`config.mk`:
```
export PLATFORM = sky130hd
export DESIGN_NAME = pc_fetch_unit
export DESIGN_NICKNAME = d
export VERILOG_FILES = /design/src/rtl/pc_fetch_unit.sv
export SDC_FILE = /design/constraint.sdc
export NUM_CORES = 1
export LEC_CHECK = 0
export BUFFER_PORTS_ARGS = -buffer_cell sky130_fd_sc_hd__buf_2
export CELL_PAD_IN_SITES_DETAIL_PLACEMENT = 1
export CELL_PAD_IN_SITES_GLOBAL_PLACEMENT = 1
export CORE_UTILIZATION = 44
export CTS_BUF_LIST = sky130_fd_sc_hd__clkbuf_2
export CTS_CLUSTER_DIAMETER = 200
export DETAILED_ROUTE_END_ITERATION = 12
export PLACE_DENSITY_LB_ADDON = 0.12
export SETUP_SLACK_MARGIN = 0.2
export SYNTH_ARGS = -nofsm -noshare
export SYNTH_HDL_FRONTEND = slang
export SYNTH_SLANG_ARGS = --single-unit
```
`constraint.sdc`:
```
create_clock -name i_clk -period 4.6 [get_ports i_clk]
set_input_delay 1.15 -clock i_clk [delete_from_list [all_inputs] [get_ports i_clk]]
set_output_delay 1.15 -clock i_clk [all_outputs]
set_load 0.02 [all_outputs]
```
`src/rtl/pc_fetch_unit.sv`:
```
// Instruction-fetch front end: PC, single-outstanding imem read, decode handshake.
// Optional delivered-instruction counter enabled by define PC_FETCH_CNT_EN.
module pc_fetch_unit #(
   parameter logic [31:0] RESET_PC = 32'h0000_0000
) (
   input  logic        i_clk,
   input  logic        i_rst_n,
   input  logic        i_stall,
   input  logic        i_redirect,
   input  logic [31:0] i_redirect_pc,
   output logic        o_imem_req,
   output logic [31:0] o_imem_addr,
   input  logic        i_imem_gnt,
   input  logic        i_imem_rvalid,
   input  logic [31:0] i_imem_rdata,
   output logic        o_instr_valid,
   output logic [31:0] o_instr,
   output logic [31:0] o_instr_pc,
   input  logic        i_instr_ready,
   output logic        o_misaligned
`ifdef PC_FETCH_CNT_EN
   ,
   output logic [31:0] o_fetch_cnt
`endif
);

   typedef enum logic [1:0] {
      S_IDLE,
      S_REQ,
      S_WAIT,
      S_HOLD
   } state_e;

   state_e      state_q, state_d;
   logic [31:0] pc_q, pc_d;
   logic [31:0] addr_q, addr_d;
   logic        kill_q, kill_d;
   logic [31:0] instr_q, instr_d;
   logic [31:0] ipc_q, ipc_d;
   logic        mis_q, mis_d;

   logic        redir_ok;
   logic        redir_bad;
   logic        gnt_ok;
   logic        rv_ok;
   logic        hs;
   logic [31:0] pc_inc;

   assign redir_ok  = i_redirect & (i_redirect_pc[1:0] == 2'b00);
   assign redir_bad = i_redirect & (i_redirect_pc[1:0] != 2'b00);
   assign gnt_ok    = (state_q == S_REQ) & i_imem_gnt;
   assign rv_ok     = (state_q == S_WAIT) & i_imem_rvalid;
   assign hs        = (state_q == S_HOLD) & i_instr_ready;
   assign pc_inc    = pc_q + 32'd4;

   // State register
   always_ff @(posedge i_clk or negedge i_rst_n) begin
      if (!i_rst_n) begin
         state_q <= S_IDLE;
      end else begin
         state_q <= state_d;
      end
   end

   // Next-state decode; a granted request always runs to WAIT
   always_comb begin
      state_d = state_q;
      unique case (state_q)
         S_IDLE: begin
            if (!i_stall) state_d = S_REQ;
         end
         S_REQ: begin
            if (i_imem_gnt) begin
               state_d = S_WAIT;
            end else if (redir_ok && i_stall) begin
               state_d = S_IDLE;
            end
         end
         S_WAIT: begin
            if (i_imem_rvalid) begin
               state_d = (kill_q || redir_ok) ? S_IDLE : S_HOLD;
            end
         end
         S_HOLD: begin
            if (redir_ok) begin
               state_d = S_IDLE;
            end else if (i_instr_ready) begin
               state_d = i_stall ? S_IDLE : S_REQ;
            end
         end
         default: state_d = S_IDLE;
      endcase
   end

   // Datapath next values: PC, captured address, kill flag, fetched word
   always_comb begin
      pc_d    = pc_q;
      addr_d  = addr_q;
      kill_d  = kill_q;
      instr_d = instr_q;
      ipc_d   = ipc_q;
      mis_d   = redir_bad;
      if (redir_ok) begin
         pc_d = i_redirect_pc;
      end else if (gnt_ok) begin
         pc_d = pc_inc;
      end
      if (gnt_ok) begin
         addr_d = pc_q;
         kill_d = redir_ok;
      end
      if (state_q == S_WAIT) begin
         if (i_imem_rvalid) begin
            kill_d = 1'b0;
         end else if (redir_ok) begin
            kill_d = 1'b1;
         end
      end
      if (rv_ok && !kill_q && !redir_ok) begin
         instr_d = i_imem_rdata;
         ipc_d   = addr_q;
      end
   end

   // Datapath registers
   always_ff @(posedge i_clk or negedge i_rst_n) begin
      if (!i_rst_n) begin
         pc_q    <= RESET_PC;
         addr_q  <= 32'h0;
         kill_q  <= 1'b0;
         instr_q <= 32'h0;
         ipc_q   <= 32'h0;
         mis_q   <= 1'b0;
      end else begin
         pc_q    <= pc_d;
         addr_q  <= addr_d;
         kill_q  <= kill_d;
         instr_q <= instr_d;
         ipc_q   <= ipc_d;
         mis_q   <= mis_d;
      end
   end

   // Outputs decoded from registered state only
   always_comb begin
      o_imem_req    = (state_q == S_REQ);
      o_instr_valid = (state_q == S_HOLD);
   end

   assign o_imem_addr  = pc_q;
   assign o_instr      = instr_q;
   assign o_instr_pc   = ipc_q;
   assign o_misaligned = mis_q;

`ifdef PC_FETCH_CNT_EN
   logic [31:0] cnt_q, cnt_d;

   assign cnt_d = hs ? cnt_q + 32'd1 : cnt_q;

   // Delivered-instruction counter, wraps naturally
   always_ff @(posedge i_clk or negedge i_rst_n) begin
      if (!i_rst_n) begin
         cnt_q <= 32'h0;
      end else begin
         cnt_q <= cnt_d;
      end
   end

   assign o_fetch_cnt = cnt_q;
`else
   logic unused_hs;
   assign unused_hs = hs;
`endif

endmodule

```
# Word level (Yosys, flattened, before mapping)

Index checks and enable logic that the tools add are counted.
Widths: inputs -> output; s select.

Bits in registers: 132
Word-level logic and storage cells: 45

Add/sub/neg operators: 1
Equal/unequal tests: 7
Multiplexer cells: 15
Bitwise operators: 4
Reduce and logical (&&, ||, !) cells: 11

Operators with widths:

| operator              | count |
|---|---|
| $mux 32               | 2 |
| $add 32x3->32 const B | 1 |
| $mux 2                | 7 |
| $pmux 2 s4            | 1 |
| $ne 3x1->1 const B    | 2 |
| $mux 1                | 5 |
| $and 1x1->1           | 4 |
| $eq 2x2->1 const B    | 2 |
| $logic_not 2->1       | 2 |
| $ne 2x2->1 const B    | 2 |
| $reduce_and 4->1      | 1 |
| $reduce_bool 2->1     | 2 |
| $logic_and 1x1->1     | 3 |
| $eq 2x1->1 const B    | 1 |
| $logic_not 1->1       | 2 |
| $logic_or 1x1->1      | 1 |

# Depth between registers and ports, before layout

Gate-level depths: netlist of run 1.

Depth in word-level cells: 6
Mapped depth: 6

# Least setup slack after synthesis of run 1

Ideal clock, no wire load.

Path kind: input to register
Start: input i_redirect_pc[1]
End: register instr_q[14] (netlist: o_instr[14])
Setup time: 0.125 ns
Arrival: 2.449 ns
Slack: 2.027 ns
Cell stages on the path: 5
Cells stage by stage: nor2_1 and2_1 nor3_2 buf_4 mux2_2

Cells in the longest elaborated chain, start to end: 4

Ends and longest elaborated chain:

| item                 | RTL line | RTL |
|---|---|---|
| start, declared      | 10       | `input logic [31:0] i_redirect_pc,` |
| $logic_not 2->1      | 49       | `assign redir_ok = i_redirect & (i_redirect_pc[1:0] == 2'b00);` |
| $and 1x1->1          | 49       |  |
| $logic_not 1->1      | 119      | `if (rv_ok && !kill_q && !redir_ok) begin` |
| $logic_and 1x1->1    | 119      |  |
| end signal, assigned | 138      | `instr_q <= instr_d;` |
| end, declared        | 38       | `logic [31:0] instr_q, instr_d;` |

No other way between the ends.
A chain may end at the register's enable or synchronous reset.

# Worst setup path after layout of run 1

Start: register state_q[0]
End: output o_instr_valid

Cells in the longest elaborated chain, start to end: 1

Ends and longest elaborated chain:

| item                   | RTL line | RTL |
|---|---|---|
| start, declared        | 34       | `state_e state_q, state_d;` |
| start signal, assigned | 61       | `state_q <= state_d;` |
| $eq 2x2->1             | 147      | `o_instr_valid = (state_q == S_HOLD);` |
| end, declared          | 16       | `output logic o_instr_valid,` |

No other way between the ends.

==> key figures, run 1 <==
Status
  – Status: finished, final reports clean

Logic synthesis
  – Mapped Area: 5570 um^2
  – Syn. warnings: 0
  – Sequential share of the synthesized area: 0.593
  – Yosys cell types: 35
  – Mean Syn Cell Area: 11.3 um^2
  – Ys async rst share: 1.00
  – Mapped Nets: 563
  – Post-synth EDFFs: 0
  – Mapped Cells: ~490
  – Most used flip-flop cell after synthesis: dfrtp_1
  – Yosys reg bits: between 100 and 150

Clock tree
  – Clk_lat worst skew: 0.69 ns
  – CTS tree: yes
  – H-tree depth: 4
  – Setup bufs post-CTS: 0
  – Clock Sinks: between 100 and 150
  – Clock slew seen by the registers of the worst setup and hold paths: 0.18 ns
  – # resized after CTS: 0
  – Maximum root-to-sink buffer count: 2
  – Root Driver: clkbuf_2
  – # hold bufs at CTS: 0
  – Num CTS Buffers: 17

Cells and area
  – Post-Layout Cell Count: about 840
  – P&R area growth vs syn: 21.1%
  – # nets final: 736
  – Fin area: 6740 um^2
  – Final Util: 0.554
  – Layout cell share with drive strength beyond 1: 0.409

Worst setup path
  – Critical path arrival: around 1.6 ns
  – CP endpoint kind: primary output
  – Max FO, Critical Path: 9
  – CP Data Required Time: 3.45 ns
  – Buf+Inv Stages, Crit Path: 1
  – Crit path cell chain: and2_1 -> buf_2
  – Startpoint types: register
  – Crit Path Category: reg -> out
  – Slowest cell on crit path: dfrtp_1
  – Max incr delay on CP: between 0.5 and 0.6 ns
  – Family with the most delay on the worst path: flip-flops
  – FF-to-FF setup slack: 2.12 ns

Routing
  – Vias per cell: 5.00
  – DR DRC count: 0
  – Drt pass-1 iters: 4
  – Drt initial violations: approximately 120
  – Via count: roughly 4200
  – Final wirelength: between 10000 and 15000 um
  – DR WL/cell: 16.3 um
  – Post-route ant nets: 0

Placement
  – Post-DP HPWL: 9860 um
  – GP Congestion: 0.770
  – Dpl cells: 813
  – Placed Area: 6570 um^2
  – Port bufs: 169
  – Worst slack, placed: 1.38 ns

Timing
  – Min cycle time layout: between 2 and 3 ns
  – Max-slew violations: 0
  – RSZ-0062 raised after global routing: no
  – Max-slew headroom: 0.511
  – Fin. Hold Viols: 0
  – Final worst setup slack: 1.82 ns
  – Final worst path period share: 0.605
  – Final setup viols: 0
  – Setup TNS: 0 ns
  – Maximum clock rate: 359 MHz
  – Worst-Margin Slew: roughly 0.73 ns
  – WHS: around 0.48 ns
  – Clock skew: 0.0252 ns

Global route
  – Antenna violations before repair: 2
  – Vias in the first global route: around 4500
  – GRT Util Overall: 0.229
  – Largest net degree at the start of global routing: 80
  – Total gr overflow: 0
  – First-pass GRT wire length: between 20000 and 25000 um

Pwr
  – Leak: 3.31 nW
  – Worst VDD drop: around 0.00025 V
  – PwrDens: 590 nW/um^2
  – Pwr Total: about 4 mW

Die
  – Num ports: 170
  – Die area: 13100 um^2
  – FP Rows: 40
  – Chip width: 114 um
  – Die height: 114 um
  – Core region area: 12200 um^2
  – Initial Util: 0.458

Flow run
  – # Max-Cap Violations: 0

Hold path
  – Min-delay worst type: in -> async
-- per-layer routing --
metal | global-route usage | share of wire | wire (um)
met5 | 0 | 0.00095 | 13
met2 | 0.382 | 0.49 | 6700
met3 | 0.0566 | 0.048 | 663
met1 | 0.287 | 0.45 | 6160
met4 | 0.0918 | 0.015 | 213
-- synth_stat cells, drive strengths merged (2+ instances only) --
library cell	count	area share
and2	5	0.0056
nor2	9	0.0061
dfrtp	132	0.59
inv	5	0.0034
a21oi	7	0.0063
nand4	9	0.010
and4	3	0.0047
mux2	64	0.13
xor2	6	0.0094
xnor2	23	0.036
clkbuf	11	0.0074
o21ai	33	0.030
nor4	6	0.0067
and3	3	0.0034
nor2b	2	0.0022
nor3	13	0.018
nand3	10	0.0090
buf	11	0.015
nand2	128	0.086
-- worst reg2reg max path, cell delays in order, from the launching register on --
cell and delay (ns):
dfrtp_1 0.51, nand3b_4 0.53, or4_1 0.85, nor3_2 0.26
xnor2_1 0.14, a21oi_1 0.08
-- final cells by class --
type                    instances  area (um^2)
clock buffers                  21          105
fillers                      1405         5420
inverters                       5         18.8
well taps                     168          210
multi-input cells             332         2130
diodes                          1         2.50
clock inverters                 9         65.1
repair buffers                176          905
flip-flops and latches        132         3300
-- cell usage in the layout, fill, tap and decap left out, types with 2 or more instances in the layout --
cell type,n
buf_4,7
mux2_2,64
xnor2_1,23
nand4_1,9
and2_1,4
a21oi_1,7
o21ai_0,29
inv_1,5
clkinv_2,4
nor3_1,6
clkbuf_2,21
nor2b_1,2
nor4_1,6
o21ai_1,4
and4_1,3
nand3_1,10
dfrtp_1,132
clkinv_1,4
buf_2,168
xor2_1,6
nand2_1,128
nor2_1,9
nor3_2,6
and3_1,3
-- worst paths after layout --
check                                        from                          end  cells after the start
max in group asynchronous                 i_rst_n      o_instr[19]$_DFFE_PN0P_                      2
max reg2reg                state_q[1]$_DFFE_PN0P_  o_imem_addr[29]$_DFFE_PN0P_                      5
min                                       i_rst_n      o_instr[10]$_DFFE_PN0P_                      1
max                        state_q[0]$_DFFE_PN0P_                o_instr_valid                      2
min reg2reg                addr_q[23]$_DFFE_PN0N_       addr_q[23]$_DFFE_PN0N_                      2
min in group i_clk         addr_q[23]$_DFFE_PN0N_       addr_q[23]$_DFFE_PN0N_                      2
-- sequential cells by signal (all words and copies together) (netlist names) --
signal        flops
addr_q           32
kill_q            1
o_imem_addr      32
o_instr          32
o_instr_pc       32
o_misaligned      1
state_q           2
-- logic make-up after synthesis --
kind of cell | Yosys count | share of synthesized area
AND/OR/NAND/NOR | 193 | 0.161
XOR/XNOR | 29 | 0.0456
AO/OA/AOI/OAI | 44 | 0.0411
buffers and inverters | 27 | 0.0254
flip-flops | 132 | 0.593
adder cells (fa/ha/maj) | 1 | 0.00225
multiplexers | 65 | 0.131
-- power breakdown --
group	total, mW	switching, mW	internal, mW
combinational	1.52	0.896	0.628
clock	0.568	0.381	0.187
sequential	1.88	0.295	1.59
total	3.97	1.57	2.40
(Power assumes the default switching activity.)
==> run 2, diff against run 1 <==
- CORE_UTILIZATION: 44 -> 41
- clock period: 4.6 -> 2.9 ns (I/O delays scaled with it)
==> run 2 against run 1 <==
Clock skew down 0.0014 ns. Combinational power up 60%. Clock power up 42%. Global-route usage down 1.5 points. Critical path depth unchanged. Worst hold slack worse by 0.24 ns. Critical endpoint unchanged. Largest power group unchanged.
==> key figures, run 2 (synthesis results as in run 1) <==
Hold path
  – Min-delay worst type: in -> reg

Die
  – Core region area: 13200 um^2
  – Num ports: 170
  – FP Rows: 42
  – Chip width: 119 um
  – Die height: 119 um
  – Die area: 14100 um^2
  – Initial Util: 0.420

Clock tree
  – # resized after CTS: 0
  – Clk_lat worst skew: a little under 0.7 ns
  – CTS tree: yes
  – Root Driver: clkbuf_2
  – Num CTS Buffers: 17
  – Clock Sinks: between 100 and 150
  – Maximum root-to-sink buffer count: 2
  – Clock slew seen by the registers of the worst setup and hold paths: about 0.19 ns
  – H-tree depth: 4

Placement
  – Dpl cells: ~820
  – GP Congestion: 0.755
  – Post-DP HPWL: 10000 um
  – Port bufs: 169

Global route
  – Largest net degree at the start of global routing: 71
  – Vias in the first global route: 4494
  – Antenna violations before repair: 2
  – First-pass GRT wire length: between 20000 and 25000 um
  – Total gr overflow: 0
  – GRT Util Overall: 0.214

Worst setup path
  – Slowest cell on crit path: dfrtp_1
  – CP endpoint kind: primary output
  – CP Data Required Time: 2.17 ns
  – Crit Path Category: reg -> out
  – Family with the most delay on the worst path: flip-flops
  – Crit path cell chain: and2_1 -> buf_2
  – Max FO, Critical Path: 9
  – Critical path arrival: 1.60 ns
  – Buf+Inv Stages, Crit Path: 1
  – Max incr delay on CP: 0.54 ns
  – Startpoint types: register

Cells and area
  – Final Util: 0.510
  – Layout cell share with drive strength beyond 1: 0.406
  – Post-Layout Cell Count: 853
  – Commonest non-fill, non-tap cells in the layout: 168 x buf_2, 132 x dfrtp_1, 128 x nand2_1
  – # nets final: 737
  – Most common cell after layout, fill and taps aside: buf_2
  – P&R area growth vs syn: 21.4%

Timing
  – Max-slew headroom: 0.536
  – Fin. Hold Viols: 0
  – Worst-Margin Slew: ~0.69 ns
  – Setup TNS: 0 ns
  – Final setup viols: 0
  – Max-slew violations: 0
  – Min cycle time layout: between 2 and 2.5 ns
  – Maximum clock rate: 430 MHz
  – Final worst path period share: 0.803
  – RSZ-0062 raised after global routing: no
  – Clock skew: around 0.024 ns

Pwr
  – Clk network pwr share: 0.130
  – Leak: between 3 and 4 nW
  – Switch Pwr: 2.51 mW
  – Combinational power share: 0.390
  – PwrDens: 922 nW/um^2
  – Sequential power share: 0.480
  – Worst VDD drop: 0.000385 V
  – P_int: 3.72 mW
  – Net Sw Frac: 0.403

Routing
  – Final wirelength: approximately 14000 um
  – Drt initial violations: 164
  – DR DRC count: 0
  – Vias per cell: 4.95
  – Drt pass-1 iters: 4
  – Post-route ant nets: 0
  – Via count: around 4200
  – DR WL/cell: 16.3 um

Status
  – Status: finished, final reports clean

Flow run
  – # Max-Cap Violations: 0
[run 2: power by group through the flow]
stage	Sequential, mW	Combinational [mW]	Clock (mW)
2_1_floorplan	3.55	1.02	0
3_3_place_gp	2.99	2.40	0
3_5_place_dp	3.05	2.47	0
4_1_cts	3.00	2.48	0.849
5_1_grt	3.09	2.65	0.939
6_report	2.99	2.43	0.809
[run 2: timing repair]
action | 4_1_cts | 5_1_grt
hold buffers | 1 | 0
setup buffers | 0 | 0
hold endpoints to repair | 49 | 0
[run 2: worst paths after layout]
check / startpoint / to / slack [ns] / cells past startpoint
setup / recovery: state_q[0]$_DFFE_PN0P_ / o_instr_valid / 0.57 / 2
hold / removal: i_redirect_pc[6] / o_imem_addr[6]$_DFFE_PN0P_ / 0.24 / 3
setup reg to reg: o_imem_addr[2]$_DFFE_PN0P_ / o_imem_addr[31]$_DFFE_PN0P_ / 0.82 / 5
hold reg to reg: addr_q[23]$_DFFE_PN0N_ / addr_q[23]$_DFFE_PN0N_ / 0.50 / 2
max in group asynchronous: i_rst_n / o_imem_addr[15]$_DFFE_PN0P_ / 1.55 / 3
min in group asynchronous: i_rst_n / o_instr[13]$_DFFE_PN0P_ / 0.62 / 2
[run 2: worst reg2reg max path, cell delays in order (launching register included)]
cell     delay, ns
dfrtp_1       0.51
nand4_1       0.29
or4_1         0.66
nor3_2        0.25
xnor2_1       0.16
o21ai_1       0.10
[run 2: cell type report]
cell class | count | area [um^2]
Antenna cell | 2 | 5.00
Clock buffer | 19 | 95.1
Clock inverter | 10 | 45.0
Fill cell | 1581 | 6480
Inverter | 5 | 18.8
Multi-Input combinational cell | 332 | 2130
Sequential cell | 132 | 3300
Tap cell | 176 | 220
Timing Repair Buffer | 177 | 940
[run 2: stage by stage]
step	instance area, um^2	total power, mW	setup WS, ns	hold WS (ns)
finish	6760	6.23	0.573	0.242
global route	6760	6.69	0.409	0.153
detailed placement	6600	5.52	0.520	0.459
CTS	6750	6.33	0.476	0.157
global placement	6600	5.39	0.594	0.452
floorplan	5570	4.57	0.752	0.429
[run 2: layer usage]
metal  GRT usage  part of all wire
met1       0.275              0.45
met3      0.0473             0.042
met2       0.352              0.49
met4      0.0870             0.016
met5           0                 0
==> run 3, diff against run 2 <==
- clock period: 2.9 -> 2.35 ns (I/O delays scaled with it)
==> run 3 against run 2 <==
Global-route usage up 0.34 points. Highest routed layer unchanged. Clock power up 85%. Sequential share of layout area down 2.0 points. Critical endpoint unchanged.
==> key figures, run 3 (synthesis results as in run 1) <==
Status
  – Status: finished, final reports clean

Placement
  – Dpl cells: 825
  – Port bufs: 169
  – Placed Area: 6650 um^2
  – Post-DP HPWL: 10000 um
  – GP Congestion: 0.743

Timing
  – Final setup viols: 0
  – Fin. Hold Viols: 0
  – RSZ-0062 raised after global routing: yes
  – Max-slew headroom: 0.649
  – WHS: a little under 0.08 ns
  – Max-slew violations: 0
  – Worst-Margin Slew: roughly 0.53 ns
  – Min cycle time layout: 2.04 ns
  – Final worst path period share: 0.870
  – Clock skew: 0.0211 ns
  – Setup TNS: 0 ns
  – Maximum clock rate: 489 MHz

Die
  – Die area: 14100 um^2
  – Chip width: 119 um
  – Core region area: about 13000 um^2
  – Die height: about 120 um
  – Num ports: 170
  – Initial Util: 0.420
  – FP Rows: 42

Hold path
  – Min-delay worst type: in -> reg

Clock tree
  – H-tree depth: 4
  – Clk_lat worst skew: 0.71 ns
  – Maximum root-to-sink buffer count: 2
  – Num CTS Buffers: 17
  – Root Driver: clkbuf_2
  – CTS tree: yes
  – Clock Sinks: roughly 130
  – Clock slew seen by the registers of the worst setup and hold paths: 0.20 ns

Routing
  – Vias per cell: 4.92
  – Via count: 4282
  – DR WL/cell: 16.2 um
  – Drt pass-1 iters: 4
  – Final wirelength: 14100 um
  – DR DRC count: 0
  – Drt initial violations: 128
  – Post-route ant nets: 0

Cells and area
  – Final Util: 0.533
  – Commonest non-fill, non-tap cells in the layout: 167 x buf_2, 128 x nand2_1, 128 x dfrtp_1
  – Most common cell after layout, fill and taps aside: buf_2
  – Fin area: 7060 um^2
  – P&R area growth vs syn: 26.8%
  – Post-Layout Cell Count: 870
  – # nets final: approximately 750
  – Layout cell share with drive strength beyond 1: 0.433

Worst setup path
  – Crit path cell chain: and2_4 -> buf_6
  – Max FO, Critical Path: 4
  – Buf+Inv Stages, Crit Path: 1
  – CP endpoint kind: primary output
  – Crit Path Category: reg -> out
  – Max incr delay on CP: 0.47 ns
  – Family with the most delay on the worst path: flip-flops
  – CP Data Required Time: between 1.5 and 2 ns
  – Startpoint types: register
  – Critical path arrival: ~1.5 ns
  – Slowest cell on crit path: dfrtp_2

Global route
  – Largest net degree at the start of global routing: 56
  – GRT Util Overall: 0.218
  – First-pass GRT wire length: 23800 um
  – Total gr overflow: 0
  – Vias in the first global route: 4691
  – Antenna violations before repair: 1

Pwr
  – Worst VDD drop: 0.000512 V
  – PwrDens: 1180 nW/um^2
  – Leak: 3.42 nW

Flow run
  – # Max-Cap Violations: 0
==> run 3: changes by cell type in the layout (fill, tap and decap cells not counted), moves of 3 or more <==
cell / change
clkinv_4: +4
buf_4: +8
dfrtp_1: -4
dlygate4sd3_1: +6
inv_6: +3
bufinv_16: +3
dfrtp_2: +4
clkinv_1: -6
==> run 3: path summary, 6_finish.rpt <==
check                      slack [ns]              startpoint                     endpoint  cells past startpoint
max                              0.31  state_q[0]$_DFFE_PN0P_                o_instr_valid                      2
min                              0.08       i_redirect_pc[20]  o_imem_addr[20]$_DFFE_PN0P_                      3
max reg2reg                      0.31  state_q[1]$_DFFE_PN0P_  o_imem_addr[26]$_DFFE_PN0P_                      6
min reg2reg                      0.50  addr_q[27]$_DFFE_PN0N_       addr_q[27]$_DFFE_PN0N_                      2
max in group asynchronous        1.35                 i_rst_n      o_instr[28]$_DFFE_PN0P_                      3
min in group asynchronous        0.40                 i_rst_n    o_instr_pc[0]$_DFFE_PN0P_                      2
==> run 3: worst register-to-register path, stage by stage (launching register included) <==
cell     delay (ns)
dfrtp_2        0.48
buf_4          0.15
and3b_4        0.42
nand4_1        0.27
nor4_1         0.39
xnor2_1        0.15
o21ai_0        0.09
==> run 3: final cells by class <==
cell class / instances / area [um^2]
clock buffer: 18 / 90.1
multi-input combinational: 332 / 2150
antenna: 1 / 2.50
tap: 176 / 220
clock inverter: 14 / 179
timing repair buffer: 192 / 1090
inverter: 5 / 18.8
fill: 1510 / 6180
sequential: 132 / 3310
==> run 3: power breakdown <==
part,switching [mW],internal [mW]
Combinational,1.81,1.34
Clock,0.890,0.611
Sequential,0.568,3.11
==> run 3: what timing repair did <==
action,4_1_cts,5_1_grt
setup endpoints to repair,2,5
endpoints found under the hold margin,59,0
hold buffers,7,0
gates resized for setup,5,6
pin swaps,1,1
gates cloned,0,0
setup buffers,5,0
==> run 3: layer usage <==
metal | up-vias | routed length [um] | track usage
met4 | 0 | 233 | 0.0815
li1 | 2032 | - | -
met1 | 2123 | 6200 | 0.274
met5 | - | 0 | 0
met3 | 17 | 628 | 0.0463
met2 | 110 | 7060 | 0.367
==> run 3: through the flow <==
step	power, mW	setup slack, ns
global placement	6.65	0.222
floorplan	5.64	0.337
CTS	8.43	0.219
global route	8.89	0.192
finish	8.33	0.306
detailed placement	6.82	0.170
